### src/rtl/regfile_view_scanner.sv
// rtl/regfile_view_scanner.sv - steps a regfile debug index, captures the word, scans it onto 8 seven-segment digits
// Optional auto stepping is compiled in with REGFILE_VIEW_AUTO_STEP_EN.
module regfile_view_scanner #(
  parameter int DEBOUNCE_CYCLES  = 20,
  parameter int SCAN_DIV         = 4,
  parameter int AUTO_STEP_CYCLES = 64
) (
  input  logic        clk,
  input  logic        resetn,
  input  logic        btn_step,
  input  logic        auto_mode,
  output logic [4:0]  test_addr,
  input  logic [31:0] test_data,
  output logic [4:0]  led,
  output logic [7:0]  an,
  output logic [7:0]  seg
);

  localparam int DB_W  = (DEBOUNCE_CYCLES > 1) ? $clog2(DEBOUNCE_CYCLES) : 1;
  localparam int DIV_W = (SCAN_DIV > 1) ? $clog2(SCAN_DIV) : 1;

  typedef enum logic [1:0] {
    S_IDLE   = 2'd0,
    S_SETTLE = 2'd1,
    S_LATCH  = 2'd2
  } state_t;

  state_t r_state;
  state_t w_state_nxt;

  logic            r_btn_meta;
  logic            r_btn_sync;
  logic            r_btn_filt;
  logic            r_btn_filt_q;
  logic [DB_W-1:0] r_db_cnt;

  logic [4:0]      r_addr;
  logic [4:0]      r_led;
  logic [31:0]     r_display_word;

  logic [DIV_W-1:0] r_div;
  logic [2:0]       r_digit;
  logic [7:0]       r_an;
  logic [7:0]       r_seg;

  logic       w_btn_evt;
  logic       w_auto_evt;
  logic       w_step_evt;
  logic       w_advance;
  logic       w_capture;
  logic       w_div_tc;
  logic [2:0] w_digit_nxt;
  logic [3:0] w_nibble;

  function automatic logic [7:0] hex_to_seg(input logic [3:0] nib);
    logic [7:0] s;
    case (nib)
      4'h0: s = 8'hC0;
      4'h1: s = 8'hF9;
      4'h2: s = 8'hA4;
      4'h3: s = 8'hB0;
      4'h4: s = 8'h99;
      4'h5: s = 8'h92;
      4'h6: s = 8'h82;
      4'h7: s = 8'hF8;
      4'h8: s = 8'h80;
      4'h9: s = 8'h90;
      4'hA: s = 8'h88;
      4'hB: s = 8'h83;
      4'hC: s = 8'hC6;
      4'hD: s = 8'hA1;
      4'hE: s = 8'h86;
      default: s = 8'h8E;
    endcase
    return s;
  endfunction

  always_ff @(posedge clk or negedge resetn) begin
    if (!resetn) begin
      r_btn_meta <= 1'b0;
      r_btn_sync <= 1'b0;
    end else begin
      r_btn_meta <= btn_step;
      r_btn_sync <= r_btn_meta;
    end
  end

  // The filtered level flips on the DEBOUNCE_CYCLES-th consecutive disagreeing cycle.
  always_ff @(posedge clk or negedge resetn) begin
    if (!resetn) begin
      r_btn_filt   <= 1'b0;
      r_btn_filt_q <= 1'b0;
      r_db_cnt     <= '0;
    end else begin
      r_btn_filt_q <= r_btn_filt;
      if (r_btn_sync == r_btn_filt) begin
        r_db_cnt <= '0;
      end else if (r_db_cnt == DB_W'(DEBOUNCE_CYCLES - 1)) begin
        r_btn_filt <= r_btn_sync;
        r_db_cnt   <= '0;
      end else begin
        r_db_cnt <= r_db_cnt + 1'b1;
      end
    end
  end

  assign w_btn_evt = r_btn_filt & ~r_btn_filt_q;

`ifdef REGFILE_VIEW_AUTO_STEP_EN
  localparam int AUTO_W = (AUTO_STEP_CYCLES > 1) ? $clog2(AUTO_STEP_CYCLES) : 1;

  logic [AUTO_W-1:0] r_auto_cnt;
  logic              w_auto_tc;

  assign w_auto_tc  = (r_auto_cnt == AUTO_W'(AUTO_STEP_CYCLES - 1));
  assign w_auto_evt = auto_mode & w_auto_tc;

  always_ff @(posedge clk or negedge resetn) begin
    if (!resetn) begin
      r_auto_cnt <= '0;
    end else if (!auto_mode || w_auto_tc) begin
      r_auto_cnt <= '0;
    end else begin
      r_auto_cnt <= r_auto_cnt + 1'b1;
    end
  end
`else
  logic w_unused_auto;
  assign w_unused_auto = auto_mode;
  assign w_auto_evt    = 1'b0;
`endif

  assign w_step_evt = w_btn_evt | w_auto_evt;

  // Reset lands in LATCH so entry 0 is shown without a press.
  always_ff @(posedge clk or negedge resetn) begin
    if (!resetn) begin
      r_state <= S_LATCH;
    end else begin
      r_state <= w_state_nxt;
    end
  end

  always_comb begin
    w_state_nxt = r_state;
    case (r_state)
      S_IDLE:   if (w_step_evt) w_state_nxt = S_SETTLE;
      S_SETTLE: w_state_nxt = S_LATCH;
      S_LATCH:  w_state_nxt = S_IDLE;
      default:  w_state_nxt = S_IDLE;
    endcase
  end

  always_comb begin
    w_advance = 1'b0;
    w_capture = 1'b0;
    case (r_state)
      S_IDLE:  w_advance = w_step_evt;
      S_LATCH: w_capture = 1'b1;
      default: ;
    endcase
  end

  always_ff @(posedge clk or negedge resetn) begin
    if (!resetn) begin
      r_addr         <= '0;
      r_led          <= '0;
      r_display_word <= '0;
    end else begin
      if (w_advance) begin
        r_addr <= r_addr + 5'd1;
      end
      if (w_capture) begin
        r_display_word <= test_data;
        r_led          <= r_addr;
      end
    end
  end

  // an and seg are both derived from the upcoming digit so they switch together.
  assign w_div_tc    = (r_div == DIV_W'(SCAN_DIV - 1));
  assign w_digit_nxt = w_div_tc ? r_digit + 3'd1 : r_digit;
  assign w_nibble    = r_display_word[{w_digit_nxt, 2'b00} +: 4];

  always_ff @(posedge clk or negedge resetn) begin
    if (!resetn) begin
      r_div   <= '0;
      r_digit <= '0;
      r_an    <= 8'hFE;
      r_seg   <= 8'hC0;
    end else begin
      r_div   <= w_div_tc ? '0 : r_div + 1'b1;
      r_digit <= w_digit_nxt;
      r_an    <= ~(8'h01 << w_digit_nxt);
      r_seg   <= hex_to_seg(w_nibble);
    end
  end

  assign test_addr = r_addr;
  assign led       = r_led;
  assign an        = r_an;
  assign seg       = r_seg;

endmodule

### config.mk
export PLATFORM = sky130hd
export DESIGN_NAME = regfile_view_scanner
export DESIGN_NICKNAME = d
export VERILOG_FILES = /design/src/rtl/regfile_view_scanner.sv
export SDC_FILE = /design/constraint.sdc
export NUM_CORES = 1
export LEC_CHECK = 0
export BUFFER_PORTS_ARGS = -buffer_cell sky130_fd_sc_hd__buf_2
export CAP_MARGIN = 20
export CORE_MARGIN = 4
export CORE_UTILIZATION = 56
export CTS_CLUSTER_DIAMETER = 30
export DETAILED_ROUTE_END_ITERATION = 7
export PLACE_DENSITY = 0.87
export SYNTH_ARGS = -nofsm -noshare
export SYNTH_HDL_FRONTEND = slang
export SYNTH_SLANG_ARGS = --single-unit
export TNS_END_PERCENT = 30
### constraint.sdc
create_clock -name clk -period 3.3 [get_ports clk]
set_input_delay 0.165 -clock clk [delete_from_list [all_inputs] [get_ports clk]]
set_output_delay 0.165 -clock clk [all_outputs]
set_load 0.03 [all_outputs]
After elaboration in Yosys (flattened, before gate mapping)

Memory sizes are Yosys's and may differ from the RTL's. A register that Yosys moved wholly into a read port is not among the register bits.
Cells that the tools add are included.

$add $sub $neg: 4
Equal/unequal tests: 6
Shift-type cells: 2
Muxes and demuxes: 8
Bitwise operators: 4
Reductions and logical operators: 3

Operator list:

| operator            | number |
|---|---|
| $shiftx 32x6->4     | 1 |
| $add 5x1->5 const B | 2 |
| $mux 5              | 2 |
| $not 8->8           | 1 |
| $shl 1x3->8 const A | 1 |
| $eq 5x5->1 const B  | 1 |
| $eq 2x2->1 const B  | 2 |
| $mux 2              | 2 |
| $pmux 2 s2          | 1 |
| $add 3x1->3 const B | 1 |
| $mux 3              | 1 |
| $add 2x1->2 const B | 1 |
| $eq 2x1->1 const B  | 1 |
| $logic_not 2->1     | 1 |
| $mux 1              | 2 |
| $ne 2x2->1 const B  | 1 |
| $not 1->1           | 2 |
| $reduce_and 2->1    | 1 |
| $and 1x1->1         | 1 |
| $eq 1x1->1          | 1 |
| $logic_not 1->1     | 1 |

Register bits: 74
ROM bits: 112
Output and inout port bits: 26
Word-level logic and storage cells: 41
Memories: 1

Memory list:

| memory           | words | width | read ports | clocked after memory_dff | wr ports | line | source |
|---|---|---|---|---|---|---|---|
| (name not given) | 16    | 7     | 1          | 1                        | 0        | 57   | `case (nib)` |

Logic depth before layout (Yosys ltp)

Depth in word-level cells: 4
Depth in mapped cells: 11

Worst setup path before layout

No wires, ideal clock.

Kind: flip-flop to flip-flop
From: register r_div[0]
To: register r_seg[3] (netlist: seg[3])
Library setup time: 0.125 ns
Data arrival time: 2.489 ns
Data required time: 3.175 ns
Path slack: 0.686 ns
Stages on the path, launching flop included: 11
Buffers on the path: 0
Period minus slack after synthesis: 2.614 ns
Cells stage by stage: dfrtp_1 -> ha_1 -> and3b_1 -> nor2_1 -> inv_2 -> or3_1 -> nand2_1 -> inv_1 -> ha_1 -> mux2_4 -> mux2_4

Longest elaborated chain between the ends: 3

Ends and longest elaborated chain:

| what                     | line | source |
|---|---|---|
| start, declared          | 41   | `logic [DIV_W-1:0] r_div;` |
| start signal, assigned   | 192  | `r_div <= w_div_tc ? '0 : r_div + 1'b1;` |
| $eq 2x2->1               | 181  | `assign w_div_tc = (r_div == DIV_W'(SCAN_DIV - 1));` |
| $mux 3                   | 182  | `assign w_digit_nxt = w_div_tc ? r_digit + 3'd1 : r_digit;` |
| named net w_digit_nxt[2] | 52   | `logic [2:0] w_digit_nxt;` |
| $shiftx 32x6->4          | 183  | `assign w_nibble = r_display_word[{w_digit_nxt, 2'b00} +: 4];` |
| end, declared            | 44   | `logic [7:0] r_seg;` |

The timed path passes the listed nets, and every way through them passes these cells.
A chain may end at the register's enable or synchronous reset.

Final worst setup path

From: register r_digit[0]
To: register r_seg[1] (netlist: seg[1])

Longest elaborated chain between the ends: 3

Ends and longest elaborated chain:

| what                   | line | source |
|---|---|---|
| start, declared        | 42   | `logic [2:0] r_digit;` |
| start signal, assigned | 193  | `r_digit <= w_digit_nxt;` |
| $add 3x1->3            | 182  |  |
| $mux 3 (*)             | 182  |  |
| $shiftx 32x6->4 (*)    | 183  |  |

Mark *: on every way between the ends. The rest lies on a longest branch, timed or not.

==> results.sh <==
export IMPL_ys_warn_count=0
export IMPL_fin_tns_setup_ns=0
export IMPL_holdPathStages=2
export IMPL_yosys_area_top_type="dfrtp_1"
export IMPL_path_depth=9
export IMPL_crit_slowest_cell="ha_1"
export IMPL_die_area_um2=7650
export IMPL_ff_latch_area_um2=1840
export IMPL_yosysTopAreaCellShare_pct=45.3
export IMPL_syn_inst=263
export IMPL_crit_arrival_ns=3.20
export IMPL_overflow=0
export IMPL_setup_violations=0
export IMPL_synth_edf_count=0
export IMPL_placed_cell_area_um2=3900
export IMPL_layout_common_cells="dfrtp_1 (64), buf_2 (59), mux2_2 (39), nand2_1 (18), mux2i_1 (15)"
export IMPL_ff2ff_path_depth=9
export IMPL_hpwl_mm=4.64
export IMPL_ant_nets=0
export IMPL_wl_mm=6.42
export IMPL_crit_path_start_kind="register"
export IMPL_grt_max_degree=40
export IMPL_path_buf_inv=1
export IMPL_portBuffers=59
export IMPL_cp_max_fo=11
export IMPL_die_x_um=87.4
export IMPL_drv_slew=0
export IMPL_pwr_share_clk_pct=39.8
export IMPL_finalPower_w=0.00158
export IMPL_comb_power_share_pct=3.1
export IMPL_grt_pass1_wl_mm=11.0
export IMPL_routed_via_density=5.54
export IMPL_path_cells="ha_1 > mux4_2 > mux2i_1 > o211ai_1 > inv_1 > ha_1 > and4_1 > a31oi_1 > o21ai_0"
export IMPL_path_common_cell="ha_1"
export IMPL_pin_count=62
export IMPL_ff2ff_setup_slack_ns=0.32
export IMPL_power_density_nw_per_um2=385
export IMPL_worstMarginPinSlew_ns=1.01
export IMPL_drive_gt1_share_pct=44.3
export IMPL_clock_path_buffers=2
export IMPL_whs_ns=0.0516
export IMPL_fin_worst_skew_ns=0.00836
export IMPL_core_um2=6030
export IMPL_synth_main_ff_cell="dfrtp_1"
export IMPL_outcome="finished, final reports clean"
export IMPL_fin_crit_ns=2.98
export IMPL_p_leak_nw=1.95
export IMPL_start_util_pct=58.7
export IMPL_slew_headroom_pct=32.7
export IMPL_ys_seq_area_share_pct=52.0
export IMPL_regToRegEndpoint="seg[1]$_DFF_PN0_"
export IMPL_crit_path_end_kind="register"
export IMPL_post_cts_buffers=0
export IMPL_synth_area_um2=3530
export IMPL_synth_area_per_cell_um2=13.4
export IMPL_gp_congestion=0.840
export IMPL_critical_path_class="register to register"
export IMPL_grt_usage_pct=18.9
export IMPL_hp_start="test_data[11]"
export IMPL_first_pass_iters=4
export IMPL_cts_buffers=9
export IMPL_async_flop_share_pct=100
export IMPL_final_area_um2=4100
export IMPL_crit_family="adder cells"
export IMPL_final_common_cell="dfrtp_1"
export IMPL_drv_cap=0
export IMPL_power_switching_w=0.000381
export IMPL_cp_slowest_stage_delay_ns=0.65
export IMPL_path_clk_slew_ns=0.08
export IMPL_hold_violations=0
export IMPL_die_h_um=87.4
export IMPL_p_seq_share_pct=57.2
export IMPL_area_growth_pct=16.0
export IMPL_vias=2255
export IMPL_fmax_mhz=336
export IMPL_cts_max_level=3
export IMPL_internal_power_w=0.00120
export IMPL_multiInputGateArea_um2=1610
export IMPL_drc=0
export IMPL_hold_class="input port to register"
export IMPL_num_antenna_cells=0
export IMPL_ys_types=44
export IMPL_wl_per_cell_um=15.8
export IMPL_rows=28
export IMPL_sw_frac_of_total_pct=24.1
export IMPL_synth_top_cells_by_area="dfrtp_1 (45%), mux2_2 (12%), mux4_2 (7.0%), dfstp_2 (6.7%), mux2i_1 (4.2%)"
export IMPL_worstPathRequired_ns=3.52
export IMPL_timing_rr_start="r_digit[0]$_DFF_PN0_"
export IMPL_grt_pass1_vias=2338
export IMPL_ys_ff_latch=73
export IMPL_tritoncts="built"
export IMPL_ir_worst_vdd_v=0.000341
export IMPL_antenna_found_initial=0
export IMPL_clock_sinks=73
export IMPL_nets=373
export IMPL_syn_nets=309
export IMPL_min_to="r_display_word[11]$_DFFE_PN0N_"
export IMPL_filler_cell_count=454
export IMPL_rsz0062_at_grt="no"
export IMPL_cts_root_buf="clkbuf_8"
export IMPL_drt_iter0_drc=97
export IMPL_clock_latency_ns=0.34
export IMPL_period_share_pct=90.3
## sequential cells by signal, summed over array words and instances, names as in the netlist, 2 cells and up
register,cells
r_db_cnt,5
an,8
r_div,2
r_display_word,32
led,5
r_digit,3
r_state,2
test_addr,5
seg,7
## worst reg2reg max path: stages (launching register included)
cell	delay, ns
dfrtp_1	0.40
ha_1	0.65
mux4_2	0.30
mux2i_1	0.09
o211ai_1	0.47
inv_1	0.19
ha_1	0.36
and4_1	0.16
a31oi_1	0.14
o21ai_0	0.10
## per-layer routing
metal	vias to the layer above	wire length, um	track usage [%]
li1	1081	-	-
met5	-	0	0
met3	13	353	5.39
met4	0	134	7.81
met1	1108	2770	24.1
met2	53	3170	30.2
## per-stage QoR
stage                     util, %  std cells  setup WS [ns]
after floorplan                 -        263          0.686
after global placement       64.7        389          0.469
after detailed placement     64.7        389          0.350
after CTS                    68.0        407          0.315
after global routing         68.0        407         0.0820
final                        68.0        407          0.320
## layout make-up
cell class,instances,area share (%)
tap,75,2.29
timing repair buffer,66,8.61
clock inverter,7,1.31
multi-input combinational,169,39.2
sequential,73,44.8
clock buffer,9,3.02
inverter,8,0.733
## cell usage after synthesis, types with 2 or more instances
cell type	number
nor2b_1	3
nor2_1	9
buf_2	6
clkbuf_1	5
mux2_4	2
nand4_1	5
inv_1	7
mux2i_1	15
dfrtp_1	64
xor2_1	5
ha_1	10
a21oi_1	2
nand2_1	18
dfstp_2	9
nand3b_1	2
nor3b_1	2
mux2_2	39
o22ai_1	3
xnor2_1	5
a31oi_1	2
o211ai_1	4
nand2b_1	3
o21ai_0	6
a22oi_1	2
mux4_2	11
mux4_1	2
nand3_1	5
## power groups by stage
| stage | combinational, W | clock [W] | sequential, W |
|---|---|---|---|
| final | 0.0000484 | 0.000627 | 0.000902 |
| after global routing | 0.0000570 | 0.000689 | 0.000903 |
| after CTS | 0.0000503 | 0.000646 | 0.000902 |
| after detailed placement | 0.0000487 | 0 | 0.000919 |
| after global placement | 0.0000471 | 0 | 0.000919 |
| after floorplan | 0.00000960 | 0 | 0.000919 |
## timing repair
action,CTS,global route
endpoints found under the hold margin,31,0
hold buffers,2,0
gates resized for setup,0,0
## how the worst max path moves through the flow
stage	start	end	slack, ns
finish	r_digit[0]$_DFF_PN0_	seg[1]$_DFF_PN0_	0.32
global route	r_digit[0]$_DFF_PN0_	seg[1]$_DFF_PN0_	0.08
CTS	r_digit[0]$_DFF_PN0_	seg[1]$_DFF_PN0_	0.31
detailed placement	r_digit[0]$_DFF_PN0_	seg[1]$_DFF_PN0_	0.35
global placement	r_digit[1]$_DFF_PN0_	seg[1]$_DFF_PN0_	0.47
floorplan	r_div[0]$_DFF_PN0_	seg[3]$_DFF_PN0_	0.69
## cell families after synthesis
| group | count (synthesis) | share of synthesized area (%) |
|---|---|---|
| xor gates and xnor gates | 10 | 2.48 |
| adders and majority gates | 10 | 3.54 |
| DFF | 73 | 52.0 |
| buffers and inverters | 21 | 2.76 |
| and+or+nand+nor | 54 | 8.28 |
| AOI/OAI and AO/OA | 25 | 4.81 |
| other | 1 | 0.106 |
| muxes | 69 | 26.0 |
(Power assumes the default switching activity.)
